**src/rtl/i2c_slave_controller.sv**
```systemverilog
// I2C target (slave) controller.
// Oversamples SCL/SDA on core_clk, detects START/STOP, matches a 7-bit address and moves
// data bytes to an external RX FIFO (write) or from an external TX FIFO (read).
// SCL is input only; the target never stretches the clock.
//
// Ports:
//   core_clk, rst_n        system clock (>=16x SCL) and async active-low reset
//   enable                 0 forces IDLE and releases SDA
//   own_address            7-bit target address
//   scl_in, sda_in         asynchronous bus pin levels
//   sda_oe                 1 pulls SDA low (open-drain)
//   rx_data/rx_valid       received byte and its one-cycle push strobe
//   rx_full/rx_overflow    RX FIFO full input; pulse when a byte is NACKed because of it
//   tx_data/tx_valid       TX FIFO head and not-empty flag
//   tx_ready               one-cycle pop strobe for the TX FIFO
//   busy, rw               addressed-transfer flag and R/W bit of the last matched address
module i2c_slave_controller #(
    parameter int unsigned SYNC_STAGES  = 2,
    parameter logic [7:0]  IDLE_TX_BYTE = 8'hFF
) (
    input  logic       core_clk,
    input  logic       rst_n,
    input  logic       enable,
    input  logic [6:0] own_address,
    input  logic       scl_in,
    input  logic       sda_in,
    output logic       sda_oe,
    output logic [7:0] rx_data,
    output logic       rx_valid,
    input  logic       rx_full,
    output logic       rx_overflow,
    input  logic [7:0] tx_data,
    input  logic       tx_valid,
    output logic       tx_ready,
    output logic       busy,
    output logic       rw
);

    typedef enum logic [2:0] {
        StIdle, StAddr, StAddrAck, StRxData, StRxAck, StTxData, StTxAck, StWaitStop
    } state_e;

    state_e                 state_q;
    logic [SYNC_STAGES-1:0] scl_sync_q, sda_sync_q;
    logic                   scl_q, sda_q;
    logic [3:0]             bit_cnt_q;
    logic [7:0]             shift_q;

    logic scl_s, sda_s;
    logic scl_rise, scl_fall, start_det, stop_det;
    logic [7:0] tx_byte;

    // Synchronizers reset to the idle bus level so reset release creates no false START.
    always_ff @(posedge core_clk or negedge rst_n) begin
        if (!rst_n) begin
            scl_sync_q <= '1;
            sda_sync_q <= '1;
            scl_q      <= 1'b1;
            sda_q      <= 1'b1;
        end else begin
            scl_sync_q <= {scl_sync_q[SYNC_STAGES-2:0], scl_in};
            sda_sync_q <= {sda_sync_q[SYNC_STAGES-2:0], sda_in};
            scl_q      <= scl_s;
            sda_q      <= sda_s;
        end
    end

    always_comb begin
        scl_s     = scl_sync_q[SYNC_STAGES-1];
        sda_s     = sda_sync_q[SYNC_STAGES-1];
        scl_rise  = scl_s & ~scl_q;
        scl_fall  = ~scl_s & scl_q;
        start_det = scl_s & scl_q & sda_q & ~sda_s;
        stop_det  = scl_s & scl_q & ~sda_q & sda_s;
        tx_byte   = tx_valid ? tx_data : IDLE_TX_BYTE;
    end

    // bit_cnt_q counts received bits (0..8) in ADDR/RX_DATA and remaining bits in TX_DATA.
    always_ff @(posedge core_clk or negedge rst_n) begin
        if (!rst_n) begin
            state_q     <= StIdle;
            bit_cnt_q   <= 4'd0;
            shift_q     <= 8'h00;
            sda_oe      <= 1'b0;
            rx_data     <= 8'h00;
            rx_valid    <= 1'b0;
            rx_overflow <= 1'b0;
            tx_ready    <= 1'b0;
            busy        <= 1'b0;
            rw          <= 1'b0;
        end else begin
            rx_valid    <= 1'b0;
            rx_overflow <= 1'b0;
            tx_ready    <= 1'b0;
            if (!enable) begin
                state_q <= StIdle;
                sda_oe  <= 1'b0;
                busy    <= 1'b0;
            end else if (start_det) begin
                state_q   <= StAddr;
                bit_cnt_q <= 4'd0;
                sda_oe    <= 1'b0;
            end else if (stop_det) begin
                state_q <= StIdle;
                sda_oe  <= 1'b0;
                busy    <= 1'b0;
            end else begin
                case (state_q)
                    StAddr: begin
                        if (scl_rise) begin
                            shift_q   <= {shift_q[6:0], sda_s};
                            bit_cnt_q <= bit_cnt_q + 4'd1;
                            if (bit_cnt_q == 4'd7) begin
                                // Address is the 7 bits already shifted; sda_s is R/W.
                                if (shift_q[6:0] == own_address) begin
                                    state_q <= StAddrAck;
                                    rw      <= sda_s;
                                    busy    <= 1'b1;
                                end else begin
                                    state_q <= StWaitStop;
                                    busy    <= 1'b0;
                                end
                            end
                        end
                    end
                    StAddrAck: begin
                        // First fall drives the ACK, second fall ends the ACK slot.
                        if (scl_fall) begin
                            if (!sda_oe) begin
                                sda_oe <= 1'b1;
                            end else if (rw) begin
                                shift_q   <= tx_byte;
                                sda_oe    <= ~tx_byte[7];
                                tx_ready  <= tx_valid;
                                bit_cnt_q <= 4'd7;
                                state_q   <= StTxData;
                            end else begin
                                sda_oe    <= 1'b0;
                                bit_cnt_q <= 4'd0;
                                state_q   <= StRxData;
                            end
                        end
                    end
                    StRxData: begin
                        if (scl_rise && bit_cnt_q != 4'd8) begin
                            shift_q   <= {shift_q[6:0], sda_s};
                            bit_cnt_q <= bit_cnt_q + 4'd1;
                        end else if (scl_fall && bit_cnt_q == 4'd8) begin
                            if (!rx_full) begin
                                rx_data  <= shift_q;
                                rx_valid <= 1'b1;
                                sda_oe   <= 1'b1;
                                state_q  <= StRxAck;
                            end else begin
                                rx_overflow <= 1'b1;
                                state_q     <= StWaitStop;
                            end
                        end
                    end
                    StRxAck: begin
                        if (scl_fall) begin
                            sda_oe    <= 1'b0;
                            bit_cnt_q <= 4'd0;
                            state_q   <= StRxData;
                        end
                    end
                    StTxData: begin
                        if (scl_fall) begin
                            if (bit_cnt_q == 4'd0) begin
                                sda_oe  <= 1'b0;
                                state_q <= StTxAck;
                            end else begin
                                sda_oe    <= ~shift_q[6];
                                shift_q   <= {shift_q[6:0], 1'b0};
                                bit_cnt_q <= bit_cnt_q - 4'd1;
                            end
                        end
                    end
                    StTxAck: begin
                        if (scl_rise && sda_s) begin
                            state_q <= StWaitStop;
                        end else if (scl_fall) begin
                            shift_q   <= tx_byte;
                            sda_oe    <= ~tx_byte[7];
                            tx_ready  <= tx_valid;
                            bit_cnt_q <= 4'd7;
                            state_q   <= StTxData;
                        end
                    end
                    default: ; // StIdle, StWaitStop: only START/STOP/enable act
                endcase
            end
        end
    end

endmodule

```
**config.mk**
```make
export PLATFORM = sky130hd
export DESIGN_NAME = i2c_slave_controller
export DESIGN_NICKNAME = d
export VERILOG_FILES = /design/src/rtl/i2c_slave_controller.sv
export SDC_FILE = /design/constraint.sdc
export NUM_CORES = 1
export LEC_CHECK = 0
export ABC_CLOCK_PERIOD_IN_PS = 2500
export CORE_MARGIN = 2
export CORE_UTILIZATION = 35
export DETAILED_ROUTE_END_ITERATION = 7
export GPL_ROUTABILITY_DRIVEN = 0
export HOLD_SLACK_MARGIN = 0.05
export PLACE_DENSITY_LB_ADDON = 0.25
export SLEW_MARGIN = 20
export SYNTH_ARGS = -nofsm -noshare
export SYNTH_HDL_FRONTEND = slang
export SYNTH_SLANG_ARGS = --single-unit
```
**constraint.sdc**
```tcl
create_clock -name core_clk -period 2.5 [get_ports core_clk]
set_clock_uncertainty 0.15 [all_clocks]
set_input_delay 0.25 -clock core_clk [delete_from_list [all_inputs] [get_ports core_clk]]
set_output_delay 0.25 -clock core_clk [all_outputs]
set_load 0.005 [all_outputs]
```
==> metrics.cfg, run 1 <==
[run_status]
run_status = finished clean

[routing]
route.detailed.drc = 0
routed_wire_length_per_instance_um = 14.8
viasPerCell = 5.15
detail_route.wirelength_um = 4890
drt_first_pass_iters = 4
detailedRoute.firstIterationViolations = 64
routed-via-count = 1705
final_antenna_net_count = 0

[logic_synthesis]
ys_warn_count = 0
synth.cell_area_um2 = 2080
synth_seq_area_share = 0.425
synth-edff-count = 0
synth_ff_type = sky130_fd_sc_hd__dfrtp_1
netlist_top_cells_count = 29 x sky130_fd_sc_hd__dfrtp_1, 26 x sky130_fd_sc_hd__nand2_1, 13 x sky130_fd_sc_hd__o21ai_0
async_reset_ff_frac = 1.00
ys_types = 55
synthesized_area_fraction_occupied_by_ao_oa_aoi_and_oai_cells = 0.154
cell_with_the_most_instances_after_synthesis = sky130_fd_sc_hd__dfrtp_1
synthTopCellsByArea = sky130_fd_sc_hd__dfrtp_1 35%, sky130_fd_sc_hd__dfstp_2 7.6%, sky130_fd_sc_hd__mux2_4 5.8%
xor_xnor_share_of_the_synthesized_area = 0.0422
synth_largest_type_area_fraction = 0.349
syn_area_per_cell_um2 = 10.1
main_combinational_cell_family_by_area_after_synthesis = simple AND/OR/NAND/NOR gates
postSynthCellCount = 206
synth.area.mux_share = 0.120
synth.largest_area_cell = sky130_fd_sc_hd__dfrtp_1
ys_ff_latch = 35
synthesis.nets = 231
synthesized_area_fraction_occupied_by_adder_cells = 0.0217
synth-simple-area-share = 0.193

[sta]
worstMarginPinSlew_ns = 0.587
slew_violations = 0
period_share = 0.929
fin_crit_ns = 2.32
hold-worst-slack_ns = 0.209
rsz_0062_raised_after_global_routing = false
finalSetupViolations = 0
fin_setup_tns_ns = 0
fmaxAchievable_mhz = 431
finalHoldViolCount = 0
worst_slack_ns = 0.179
slew_headroom = 0.605

[power_and_ir_drop]
peak_supply_drop_mv = 0.322
overall_power_consumption_mw = 2.40
power.density_nw_per_um2 = 895
static-leakage-power_nw = 1.17

[setup_path]
endpoint_kind = register
reg2reg_setup_slack_ns = 0.18
crit_fanout = 8
worst_path_largest_cell_delay_ns = 0.54
worstSetupPathType = register to register
crit_path_top_delay_cell = sky130_fd_sc_hd__nor4_1
crit_arrival_ns = 2.34
required_ns = 2.52
crit_path_start_kind = register
cp_cell_sequence = nor4_1 > nand2_1 > a21oi_1 > or4_1 > buf_4 > mux2_4

[cts]
clk_path_buf_depth = 2
cts_root_buffer = sky130_fd_sc_hd__clkbuf_8
worstSkewPairLatency_ns = 0.29
htree_levels = 2
cts_post_setup_buffers_inserted = 0
clkSlewWorstSetupHoldPaths_ns = 0.07
cts_tree = built
cts_inserted_buffers = 5
cts.sinks = 35
cts_hold_repair.buffers = 0

[floorplanning]
initial_core_util = 0.357
die_w_um = 81.0
io_pins = 36
die_h_um = 81.0
die_area_um2 = 6570
rows = 28
core_region_area_um2 = 5820

[grt]
grt_start_max_net_pins = 36
grt_pass1_wl_um = 8360
grt_pass1_vias = 1744
grt_usage = 0.167
grt_overflow_total = 0
number_of_antenna_violations_at_the_first_check_in_global_routing = 0

[placed_design]
place_ws_ns = 0.194
hpwlAfterDp_um = 3710
portBuffers = 35

[layout]
layout-drive-gt1-share = 0.191
antennaDiodeCount = 0
layout.nets = 280
area_growth_syn_to_layout_pct = 28.8
fin_util = 0.460

[min_path]
hold_path.class = primary input to register

[run]
drv_cap = 0

-- final timing paths --
kind,from,depth (start not counted),end
min in group asynchronous,rst_n,2,rx_valid
setup / recovery,bit_cnt_q[1],6,shift_q[6]
max in group asynchronous,rst_n,2,sda_q
hold / removal,sda_in,1,sda_sync_q[0]
setup reg to reg,bit_cnt_q[1],6,shift_q[6]
hold reg to reg,scl_sync_q[0],0,scl_sync_q[1]
-- flip-flops by register name, indices dropped and copies added (netlist names) --
signal	count
rx_data	8
shift_q	8
bit_cnt_q	4
state_q	3
scl_sync_q	2
sda_sync_q	2
busy	1
rw	1
rx_overflow	1
rx_valid	1
scl_q	1
sda_oe	1
sda_q	1
tx_ready	1
-- cells in the final DEF, fill, tap and decap left out, drive strengths merged, types with 2 or more instances in the layout --
cell type / netlist / layout
clkdlybuf4s50: 0 / 35
dfrtp: 29 / 29
nand2: 26 / 26
buf: 5 / 18
o21ai: 18 / 18
mux2: 16 / 16
nor2: 12 / 12
a21oi: 10 / 10
nand2b: 7 / 7
clkbuf: 6 / 7
xor2: 6 / 6
dfstp: 6 / 6
nor4: 6 / 6
nor3: 5 / 5
nor2b: 5 / 5
xnor2: 4 / 4
mux2i: 4 / 4
o211ai: 3 / 3
nor3b: 3 / 3
inv: 3 / 3
o31ai: 3 / 3
a31oi: 3 / 3
nand3: 2 / 2
or4: 2 / 2
a21o: 2 / 2
ha: 2 / 2
and2: 2 / 2
o221a: 2 / 2
-- cells by family (layout without fill, tap and decap cells) --
kind of cell               count (synthesis)  count (layout)
and+or+nand+nor                           75              75
AOI/OAI and AO/OA                         49              49
DFF                                       35              35
muxes                                     20              20
buffers and inverters                     14              64
xor gates and xnor gates                  10              10
adders and majority gates                  3               3
-- per-stage QoR --
| step | std cells | area, um2 |
|---|---|---|
| 2_1_floorplan | 206 | 2080 |
| 3_3_place_gp | 323 | 2580 |
| 3_5_place_dp | 323 | 2580 |
| 4_1_cts | 331 | 2670 |
| 5_1_grt | 331 | 2680 |
| 6_report | 331 | 2680 |
-- layer usage --
layer / vias to the layer above / share of wire / track usage
li1: 836 / - / -
met1: 818 / 0.45 / 0.205
met2: 42 / 0.48 / 0.284
met3: 9 / 0.053 / 0.0444
met4: 0 / 0.016 / 0.0559
met5: - / 0 / 0
-- layout make-up --
cell class	count	area, um2
Clock inverter	1	8.76
Timing Repair Buffer	53	485
Tap cell	75	93.8
Fill cell	582	3140
Multi-Input combinational cell	157	1110
Sequential cell	35	883
Inverter	3	11.3
Clock buffer	7	86.3
-- power breakdown --
group          switching (mW)  internal (mW)
clock network           0.208          0.226
registers               0.155          0.701
logic                   0.529          0.578
-- critical path: cells and delay by family, from the launching register on --
family | cells | cell delay [ns]
muxes | 1 | 0.31
AOI/OAI and AO/OA | 1 | 0.23
DFF | 1 | 0.47
buffers and inverters | 1 | 0.19
and+or+nand+nor | 3 | 0.85
-- repair_timing --
| item | 4_1_cts | 5_1_grt |
|---|---|---|
| resized for setup | 0 | 1 |
| setup endpoints to repair | 0 | 1 |
| endpoints found under the hold margin | 0 | 0 |
Power figures use the tool's default switching activity.
==> run 2: changes to the inputs <==
Settings changed: CORE_UTILIZATION 35 to 48.
==> run 2 against run 1 <==
- global-route usage grew 4.3 points
- combinational power shrank 5%
- sequential share of layout area grew 0.44 points
- critical path type unchanged
- largest cell class unchanged
==> metrics.cfg, run 2 (same netlist as run 1, synthesis figures left out) <==
[setup_path]
critical_path_launch_point = state_q[1]
required_ns = 2.52
worstSetupPathType = register to register
endpoint_kind = register
crit_fanout = 11
timing.rr.end = bit_cnt_q[3]
critical_path_destination = bit_cnt_q[3]
reg2reg_setup_slack_ns = 0.14
crit_path_start_kind = register
crit_arrival_ns = 2.38
rr_worst_depth = 9
critical_path.reg2reg.startpoint = state_q[1]

[cts]
cts_tree = built
cts_inserted_buffers = 5
cts_hold_repair.buffers = 0
clkSlewWorstSetupHoldPaths_ns = 0.07
worstSkewPairLatency_ns = 0.29
cts_root_buffer = sky130_fd_sc_hd__clkbuf_8
htree_levels = 2
clk_path_buf_depth = 2
cts.sinks = 35

[routing]
final_antenna_net_count = 0
route.detailed.drc = 0
routed-via-count = 1693
drt_first_pass_iters = 4
routed_wire_length_per_instance_um = 15.2
detail_route.wirelength_um = 4620
viasPerCell = 5.57
detailedRoute.firstIterationViolations = 119

[layout]
layout.filler_cells = 345
layout.nets = 278
layout-drive-gt1-share = 0.181
commonest_non_fill_non_tap_cell_in_the_layout = sky130_fd_sc_hd__clkdlybuf4s50_1
post_layout_cell_count = 304
area_growth_syn_to_layout_pct = 27.1
antennaDiodeCount = 0
largestRegisters = rx_data x8, shift_q x8, bit_cnt_q x4
layout.cells.most_common_list = 35 x sky130_fd_sc_hd__clkdlybuf4s50_1, 29 x sky130_fd_sc_hd__dfrtp_1, 26 x sky130_fd_sc_hd__nand2_1

[sta]
worst_slack_ns = 0.145
slew_headroom = 0.687
fin_crit_ns = 2.36
fmaxAchievable_mhz = 425
finalHoldViolCount = 0
worstMarginPinSlew_ns = 0.466
finalSetupViolations = 0
rsz_0062_raised_after_global_routing = false
fin_setup_tns_ns = 0
slew_violations = 0
period_share = 0.942

[placed_design]
portBuffers = 35
place_ws_ns = 0.157
hpwlAfterDp_um = 3440
dp_cells = 295

[power_and_ir_drop]
static-leakage-power_nw = 1.17
power.density_nw_per_um2 = 923
peak_supply_drop_mv = 0.572

[grt]
grt_overflow_total = 0
globalRouteMet2Util = 0.328
grt_usage = 0.210
top_usage_layer = met2
grt.met3_usage = 0.0392
grt_pass1_wl_um = 8070
groute.layer.met1.usage = 0.285
number_of_antenna_violations_at_the_first_check_in_global_routing = 0
grt_pass1_vias = 1657
grt_start_max_net_pins = 36

[min_path]
hold_path.class = register to register

[floorplanning]
io_pins = 36
die_h_um = 69.8
initial_core_util = 0.508
die_w_um = 69.8
core_region_area_um2 = 4090
rows = 23
die_area_um2 = 4870

[run_status]
run_status = finished clean

[run]
drv_cap = 0

-- run 2: critical path, stage by stage, from the launching register on --
cell and delay (ns):
sky130_fd_sc_hd__dfrtp_1 0.53, sky130_fd_sc_hd__nor2b_2 0.09, sky130_fd_sc_hd__and2_2 0.24, sky130_fd_sc_hd__ha_1 0.28, sky130_fd_sc_hd__a21o_1 0.15, sky130_fd_sc_hd__a21oi_1 0.16
sky130_fd_sc_hd__xor2_1 0.25, sky130_fd_sc_hd__nor2_1 0.07, sky130_fd_sc_hd__a211oi_1 0.22, sky130_fd_sc_hd__a21oi_1 0.09
-- run 2: worst min path at each step --
stage                               end          start  cells after the start
after CTS                 scl_sync_q[1]  scl_sync_q[0]                      0
after global placement    sda_sync_q[1]  sda_sync_q[0]                      0
after floorplan            bit_cnt_q[0]          rst_n                      0
final                     scl_sync_q[1]  scl_sync_q[0]                      0
after global routing      scl_sync_q[1]  scl_sync_q[0]                      0
after detailed placement  scl_sync_q[1]  scl_sync_q[0]                      0
-- run 2: power by group --
part	internal [mW]	switching (mW)
Combinational	0.570	0.494
Sequential	0.700	0.181
Clock	0.298	0.194
-- run 2: final cells by class --
cell class / count / area, um2 / area share
Inverter: 3 / 11.3 / 0.00427
Clock inverter: 1 / 30.0 / 0.0114
Tap cell: 50 / 62.6 / 0.0237
Clock buffer: 7 / 76.3 / 0.0289
Timing Repair Buffer: 51 / 470 / 0.178
Multi-Input combinational cell: 157 / 1110 / 0.419
Sequential cell: 35 / 883 / 0.335
-- run 2: repair_timing --
action,CTS,global route
gates resized for setup,0,1
endpoints found under the setup margin,0,1
buffers inserted,0,1
endpoints found under the hold margin,0,0
-- run 2: metal layers --
| layer | part of all wire | wire length [um] |
|---|---|---|
| met5 | 0 | 0 |
| met3 | 0.049 | 227 |
| met4 | 0.014 | 67 |
| met2 | 0.46 | 2140 |
| met1 | 0.47 | 2180 |
-- run 2: metrics by stage --
step / area (um2) / util / power (mW) / hold WS, ns
5_1_grt: 2640 / 0.646 / 2.63 / 0.209
3_5_place_dp: 2520 / 0.618 / 1.93 / 0.197
4_1_cts: 2630 / 0.644 / 2.43 / 0.206
6_report: 2640 / 0.646 / 2.44 / 0.206
3_3_place_gp: 2520 / 0.618 / 1.91 / 0.197
2_1_floorplan: 2080 / - / 1.64 / -0.196
==> run 3: changes to the inputs <==
Settings changed: SLEW_MARGIN 20 to unset.
==> results of run 3 <==
No change in the layout: final DEF, timing and power equal those of run 2.
